### src/rtl/regbank_write_arbiter_if.sv
// Write-port sharing bus between the writeback requesters and the register bank arbiter.
// master = requester side, slave = arbiter side.
interface regbank_write_arbiter_if #(
    parameter int NREQ = 3,
    parameter int AW   = 5,
    parameter int DW   = 64
);
    logic [NREQ-1:0]    req;
    logic [NREQ*AW-1:0] req_addr;
    logic [NREQ*DW-1:0] req_data;
    logic [NREQ-1:0]    gnt;
    logic [AW-1:0]      c;
    logic [DW-1:0]      cData;
    logic               write;
    logic               busy;

    modport master (
        output req, req_addr, req_data,
        input  gnt, c, cData, write, busy
    );

    modport slave (
        input  req, req_addr, req_data,
        output gnt, c, cData, write, busy
    );
endinterface

### src/rtl/regbank_write_arbiter.sv
// Round-robin arbiter for the register bank's single write port.
// The winner's address/data are latched at acceptance and write is held for
// WRITE_CYCLES clocks; gnt pulses during the final held cycle.
// Optional macro ZERO_REG_PROTECT_EN: requests targeting address 0 run the full
// transaction (c/cData, busy, gnt) but never raise write.
module regbank_write_arbiter #(
    parameter int NREQ         = 3,
    parameter int AW           = 5,
    parameter int DW           = 64,
    parameter int WRITE_CYCLES = 2
) (
    input  logic                  clk,
    input  logic                  rst,
    regbank_write_arbiter_if.slave bus
);
    localparam int PW = $clog2(NREQ);
    localparam int CW = (WRITE_CYCLES > 1) ? $clog2(WRITE_CYCLES) : 1;

    typedef enum logic {IDLE, WRITE} state_t;

    state_t          state;
    logic [PW-1:0]   ptr;
    logic [PW-1:0]   winner;
    logic [CW-1:0]   cnt;
    logic [AW-1:0]   c_q;
    logic [DW-1:0]   cdata_q;
    logic            write_q;
    logic            busy_q;
    logic [NREQ-1:0] gnt_q;

    logic            pick_found;
    logic [PW-1:0]   pick_idx;
    logic [PW-1:0]   ptr_next;
    logic [AW-1:0]   pick_addr;
    logic [DW-1:0]   pick_data;
    logic            pick_wr_en;
    int              scan_j;

    // Round-robin pick: first pending request at or after ptr, wrapping to 0.
    always_comb begin
        pick_found = 1'b0;
        pick_idx   = '0;
        scan_j     = 0;
        for (int k = 0; k < NREQ; k++) begin
            scan_j = int'(ptr) + k;
            if (scan_j >= NREQ) begin
                scan_j = scan_j - NREQ;
            end
            if (!pick_found && bus.req[scan_j]) begin
                pick_found = 1'b1;
                pick_idx   = PW'(scan_j);
            end
        end
        pick_addr = bus.req_addr[int'(pick_idx)*AW +: AW];
        pick_data = bus.req_data[int'(pick_idx)*DW +: DW];
        ptr_next  = (pick_idx == PW'(NREQ - 1)) ? '0 : pick_idx + 1'b1;
`ifdef ZERO_REG_PROTECT_EN
        pick_wr_en = (pick_addr != '0);
`else
        pick_wr_en = 1'b1;
`endif
    end

    // Transaction FSM with registered write-port drive and grant pulse.
    always_ff @(posedge clk) begin
        if (rst) begin
            state   <= IDLE;
            ptr     <= '0;
            winner  <= '0;
            cnt     <= '0;
            c_q     <= '0;
            cdata_q <= '0;
            write_q <= 1'b0;
            busy_q  <= 1'b0;
            gnt_q   <= '0;
        end else begin
            case (state)
                IDLE: begin
                    gnt_q   <= '0;
                    write_q <= 1'b0;
                    if (pick_found) begin
                        winner  <= pick_idx;
                        c_q     <= pick_addr;
                        cdata_q <= pick_data;
                        write_q <= pick_wr_en;
                        busy_q  <= 1'b1;
                        cnt     <= CW'(WRITE_CYCLES - 1);
                        ptr     <= ptr_next;
                        state   <= WRITE;
                        // A single-cycle write is also its final cycle.
                        if (WRITE_CYCLES == 1) begin
                            gnt_q <= NREQ'(1) << pick_idx;
                        end
                    end
                end
                WRITE: begin
                    if (cnt == '0) begin
                        state   <= IDLE;
                        write_q <= 1'b0;
                        busy_q  <= 1'b0;
                        gnt_q   <= '0;
                    end else begin
                        cnt <= cnt - 1'b1;
                        if (cnt == CW'(1)) begin
                            gnt_q <= NREQ'(1) << winner;
                        end
                    end
                end
                default: state <= IDLE;
            endcase
        end
    end

    assign bus.gnt   = gnt_q;
    assign bus.c     = c_q;
    assign bus.cData = cdata_q;
    assign bus.write = write_q;
    assign bus.busy  = busy_q;
endmodule
### src/flat_wrapper.sv
// flat-port wrapper written by rule: the top's interface ports become plain ports
module regbank_write_arbiter_flat 
#(
    parameter int NREQ         = 3,
    parameter int AW           = 5,
    parameter int DW           = 64,
    parameter int WRITE_CYCLES = 2
)
  (clk, rst, bus_req, bus_req_addr, bus_req_data, bus_gnt, bus_c, bus_cData, bus_write, bus_busy);
  regbank_write_arbiter_if #(.NREQ(NREQ), .AW(AW), .DW(DW)) bus_i ();
  input  logic clk;
  input  logic rst;
  input wire logic [$bits(bus_i.req)-1:0] bus_req;
  input wire logic [$bits(bus_i.req_addr)-1:0] bus_req_addr;
  input wire logic [$bits(bus_i.req_data)-1:0] bus_req_data;
  output wire logic [$bits(bus_i.gnt)-1:0] bus_gnt;
  output wire logic [$bits(bus_i.c)-1:0] bus_c;
  output wire logic [$bits(bus_i.cData)-1:0] bus_cData;
  output wire logic [$bits(bus_i.write)-1:0] bus_write;
  output wire logic [$bits(bus_i.busy)-1:0] bus_busy;
  assign bus_i.req = bus_req;
  assign bus_i.req_addr = bus_req_addr;
  assign bus_i.req_data = bus_req_data;
  assign bus_gnt = bus_i.gnt;
  assign bus_c = bus_i.c;
  assign bus_cData = bus_i.cData;
  assign bus_write = bus_i.write;
  assign bus_busy = bus_i.busy;
  regbank_write_arbiter #(.NREQ(NREQ), .AW(AW), .DW(DW), .WRITE_CYCLES(WRITE_CYCLES)) u_core (.clk(clk), .rst(rst), .bus(bus_i));
endmodule
### config.mk
export PLATFORM = sky130hd
export DESIGN_NAME = regbank_write_arbiter_flat
export DESIGN_NICKNAME = d
export VERILOG_FILES = /design/src/rtl/regbank_write_arbiter_if.sv /design/src/rtl/regbank_write_arbiter.sv /design/src/flat_wrapper.sv
export SDC_FILE = /design/constraint.sdc
export NUM_CORES = 1
export LEC_CHECK = 0
export ABC_CLOCK_PERIOD_IN_PS = 5900
export CAP_MARGIN = 25
export CORE_AREA = 8 8 139 141
export CTS_CLUSTER_SIZE = 30
export DETAILED_ROUTE_END_ITERATION = 16
export DIE_AREA = 0 0 147 149
export GPL_TIMING_DRIVEN = 0
export PLACE_DENSITY_LB_ADDON = 0.08
export SLEW_MARGIN = 20
export SYNTH_ARGS = -nofsm -noshare
export SYNTH_HDL_FRONTEND = slang
export SYNTH_SLANG_ARGS = --single-unit
### constraint.sdc
create_clock -name clk -period 5.9 [get_ports clk]
set_input_delay 1.18 -clock clk [delete_from_list [all_inputs] [get_ports clk]]
set_output_delay 1.18 -clock clk [all_outputs]
set_load 0.02 [all_outputs]
After elaboration in Yosys (flattened, before gate mapping):

Index checks and enable logic that the tools add are counted.

* flip-flop bits (word level): 80
* bits in latches: 0
* memory bits (writable): 0
* memory bits (read-only): 0
* output and inout bits: 74
* memories kept: 0

* add/subtract/negate cells: 7
* $mul: 1
* divide/modulo/power cells: 0
* order comparisons: 6
* equal/unequal tests: 3
* shifts and indexed selects: 3
* muxes and demuxes: 30
* bitwise operators: 1
* reductions and logical operators: 6

Operator list (count)
* variable part select 192 x 9 -> 64 bit: 1
* < comparator 32 x 4 -> 1 bit, second input constant: 3
* 2-to-1 mux 32 bit: 3
* >= comparator 32 x 3 -> 1 bit, second input constant: 2
* subtractor 32 x 3 -> 32 bit, second input constant: 2
* variable part select 15 x 32 -> 5 bit: 1
* 2-to-1 mux 1 bit: 14
* 2-to-1 mux 2 bit: 4
* case mux 1 bit (2 select lines): 4
* binary-select mux 1 bit (select 2 bit): 3
* case mux 3 bit (2 select lines): 1
* multiplier 2 x 3 -> 5 bit, second input constant: 1
* AND reduction 2 bit: 2
* adder 2 x 1 -> 3 bit, second input constant: 1
* adder 2 x 2 -> 3 bit, second input constant: 1
* 2-to-1 mux 3 bit: 1
* left shift 1 x 2 -> 3 bit, first input constant: 1
* subtractor 2 x 2 -> 3 bit, second input constant: 1
* adder 2 x 1 -> 2 bit, second input constant: 1
* == test 2 bit, second input constant: 1
* >= comparator 2 bit, second input constant: 1
* logical AND 1 bit: 2
* logical NOT 1 bit: 2
* != test 2 x 1 -> 1 bit, second input constant: 1
* 3 further kinds: 3

Logic depth before layout (Yosys ltp):

* depth after elaboration: 14
* gate-level depth with buffers: 11
* depth with buffers taken out: 7

Worst setup path before layout:

No wires, ideal clock.

* path kind: input port to flip-flop
* from: input port bus_req[0]
* to: register u_core.cdata_q[51] (netlist: u_core.bus.cData[51])
* arrival time: 2426 ps
* data required time: 5774 ps
* slack: 3348 ps
* cell stages on the path: 7
* buffers on the path: 2
* cell sequence: mux2_4 -> mux2i_4 -> buf_4 -> clkbuf_1 -> nor2_1 -> a311oi_1 -> a21oi_1

* longest elaborated chain between the ends: 11
* elaborated cells on any way between the ends: 21
* classes of those cells: shift (1); mux (15); reduce/logical (5)

RTL lines
* from (decl): RTL line flat_wrapper.sv:13 `input wire logic [$bits(bus_i.req)-1:0] bus_req;`
* binary-select mux 1 bit (select 2 bit): RTL line regbank_write_arbiter.sv:49 `if (!pick_found && bus.req[scan_j]) begin`
* 2-to-1 mux 1 bit (not written as such) (2 in a row): RTL line regbank_write_arbiter.sv:49
* 2-to-1 mux 1 bit: RTL line regbank_write_arbiter.sv:49
* logical NOT 1 bit: RTL line regbank_write_arbiter.sv:49
* logical AND 1 bit: RTL line regbank_write_arbiter.sv:49
* 2-to-1 mux 1 bit: RTL line regbank_write_arbiter.sv:49
* logical NOT 1 bit: RTL line regbank_write_arbiter.sv:49
* logical AND 1 bit: RTL line regbank_write_arbiter.sv:49
* 2-to-1 mux 2 bit or 2-to-1 mux 1 bit (tied branches): RTL line regbank_write_arbiter.sv:49
* variable part select 192 x 9 -> 64 bit or AND reduction 2 bit (tied branches)
* to (signal assigned): RTL line regbank_write_arbiter.sv:84 `cdata_q <= pick_data;`
* to (decl): RTL line regbank_write_arbiter.sv:26 `logic [DW-1:0] cdata_q;`

Parallel ways exist; a longest one is shown, timed or not. The select of a mux whose other input is x is not followed.
A chain may end at the register's enable or synchronous reset.

Worst setup path in the final report:

* from: input port bus_req[1]
* to: register u_core.cdata_q[38] (netlist: u_core.bus.cData[38])

The elaborated chain is that of the path after synthesis.

==> results.md <==
- Synth top area share: 18.6%
- Setup Crit Path Kind: input port to register
- Critical path origin: bus_req[1]
- Number of gates resized after CTS: 0
- DR vias/cell: 6.45
- Delay-heaviest family, CP: buffers and inverters
- Fin crit share: 59.8%
- Root buf cell: clkbuf_16
- Clk_skew: 0.00986 ns
- Mapped cell area: 8620 sq um
- Antenna violations before repair: 4
- Initial core utilization: 50.5%
- Setup WS post-layout: 2.37 ns
- IO Pins: 286
- DR iter-0 viols: 794
- Pwr Density: 400 nW/um^2
- Port bufs: 285
- HP Class: register to register
- Layout cells sized above 1: 12.8%
- Startpoint types: input port
- Layout area overhead: 39.4%
- Top_reg_cell synth: dfxtp_1
- Clock Latency Late Sink: 0.36 ns
- Final ANT Viol Nets: 0
- Worst R2R Start: u_core.ptr[1]
- Final wirelength: 33.6 mm
- Worst vdd rail ir drop: 202 uV
- Die area: 21900 sq um
- Max-slew violation count: 0
- CP peak stage delay: 0.62 ns
- Yosys reg bits: 80
- Setup TNS Final: 0 ns
- CTS tree: built
- Clock-pin slew on the worst setup and hold paths: 0.07 ns
- Worst EP required: 6.12 ns
- FP Rows: 48
- EDFF count, synth: 0
- Fmax: 284 MHz
- Distinct cell type count after synthesis: 44
- GRT Total Usage: 29.0%
- CP cell instances: clkdlybuf4s50_1 -> nand2b_1 -> a21boi_2 -> buf_4 -> buf_4 -> nor4b_2 -> a311oi_1 -> a21oi_1
- Cell taking the most area after synthesis: dfxtp_1
- Max_slew headroom: 45.4%
- Post-Syn Instances: 1055
- Worst path buffer plus inverter count: 3
- Bufs on Longest Clock Path: 2
- Commonest non-fill, non-tap cell in the layout: clkdlybuf4s50_1
- Most frequent cells in the layout: 285 x clkdlybuf4s50_1, 80 x dfxtp_1, 74 x nor2_1
- Status: finished clean
- CP Max Fanout: 10
- Height of the die: 149 microns
- Asr flop ratio synth: 0%
- Leak: 0.00406 uW
- Pre-CTS setup slack: 2.05 ns
- H-tree levels: 3
- Placed Area: 11800 sq um
- CTS Buf Count: 9
- Synth top area cells: dfxtp_1 19%, nor4b_2 12%, mux2i_1 8.4%, a311oi_1 7.0%, a32oi_1 7.0%
- Placer Congestion: 0.870
- Largest net degree at the start of global routing: 12
- First-pass GRT wire length: 52.3 mm
- DR WL/cell: 21.3 microns
- Residual DRC count: 0
- Syn_nets: 1271
- Pre-antenna DRT Iters: 5
- Crit-path most repeated cell: buf_4
- Clk sink count: 80
- Critical path's slowest cell: a21boi_2
- GR Overflow Total: 0
- Min cycle time layout: 3.53 ns
- Max-cap violation count: 0
- Postcts setup bufs: 0
- Final instance area: 12000 sq um
- Post-layout net count: 1567
- Number of hold buffers added after CTS: 0
- Die W: 147 microns
- Unrepaired setup endpoints after global routing: false
- Hold_sp: u_core.bus.write
- Post-synthesis sequential area ratio: 18.6%
- Final setup fails: 0
- Critical Path AT: 3.74 ns
- Synth warn: 0
- CP endpoint kind: register
- Fill count: 1420
- Core Region: 17100 sq um
- Hpwl dp: 24.9 mm
- Number of global-route vias before repair: 9939
- Worst slew pin tran: 0.820 ns
- Avg Cell Area, Syn: 8.17 sq um
- Via count: 10200
- Final hold vios: 0
==> Yosys cell counts, types with 2 or more instances <==
library cell	count
o2111ai_1	69
buf_2	56
nor2_1	74
a311oi_1	69
nor2b_1	73
buf_6	12
a32oi_1	69
nor4b_2	69
nand3b_1	6
a211oi_1	69
ha_1	4
or2_2	2
nor3_1	3
clkbuf_1	67
or2_1	4
dfxtp_1	80
o21a_1	2
nor3b_1	4
nand3_1	71
o211a_1	2
a21oi_1	72
inv_1	72
buf_1	2
o21ai_0	2
buf_8	4
mux2i_1	72
nand2_1	2
buf_4	8
==> metrics by stage <==
stage | hold slack, ns | utilization, % | total power (uW) | instances
2_1_floorplan | 0.432 | - | 3100 | 1055
3_3_place_gp | 0.452 | 68.9 | 4180 | 1565
3_5_place_dp | 0.467 | 68.9 | 4210 | 1565
4_1_cts | 0.474 | 70.4 | 4740 | 1579
5_1_grt | 0.498 | 70.4 | 5080 | 1580
6_report | 0.482 | 70.4 | 4800 | 1580
==> final cells by class <==
type / count / area (sq um) / share of cell area [%]
Clock inverter: 1 / 5.00 / 0.0417
Antenna cell: 1 / 2.50 / 0.0208
Timing Repair Buffer: 285 / 2850 / 23.8
Clock buffer: 13 / 250 / 2.08
Buffer: 150 / 802 / 6.68
Inverter: 73 / 274 / 2.28
Tap cell: 225 / 282 / 2.34
Sequential cell: 80 / 1600 / 13.3
Multi-Input combinational cell: 752 / 5940 / 49.5
==> kinds of logic after synthesis <==
logic type                 Yosys count  share of synthesized area [%]
adders and majority gates            4                          0.581
DFF                                 80                           18.6
buffers and inverters              223                           12.5
AOI/OAI and AO/OA                  363                           33.0
and+or+nand+nor                    310                           26.4
muxes                               75                           8.93
==> worst register-to-register path: cells and delay by family (launching register included) <==
kind	cells	cell delay [ns]
buf+inv	5	1.04
flops	1	0.38
compound gates	3	1.19
fa+ha+maj	1	0.19
simple gates	2	0.27
==> state kept, by name, summed over array words and instances, names as in the netlist <==
signal,count
u_core.bus.c,5
u_core.state,1
u_core.bus.busy,1
u_core.ptr,2
u_core.cnt,1
u_core.bus.gnt,3
u_core.bus.cData,64
u_core.bus.write,1
u_core.winner,2
==> path summary, 6_finish.rpt <==
check / endpoint / slack (ns) / depth (start not counted)
worst max-delay path: u_core.bus.cData[38] / 2.37 / 8
worst min-delay path: u_core.bus.write / 0.48 / 2
worst max register to register: u_core.bus.cData[38] / 2.69 / 11
worst min register to register: u_core.bus.write / 0.48 / 2
==> report_power, final <==
part / switching [uW] / leakage (uW) / internal, uW
combinational: 2100 / 0.00327 / 1370
clock: 236 / 0.000126 / 292
sequential: 87.5 / 0.000660 / 710
==> routing by layer <==
metal	up-vias	GRT usage [%]	part of all wire (%)
met5	-	0	0.068
met4	4	11.3	3.3
met3	81	8.01	9.5
met2	540	47.1	46
met1	4814	35.8	41
li1	4745	-	-
No activity file was read; power rests on OpenSTA's default activity.
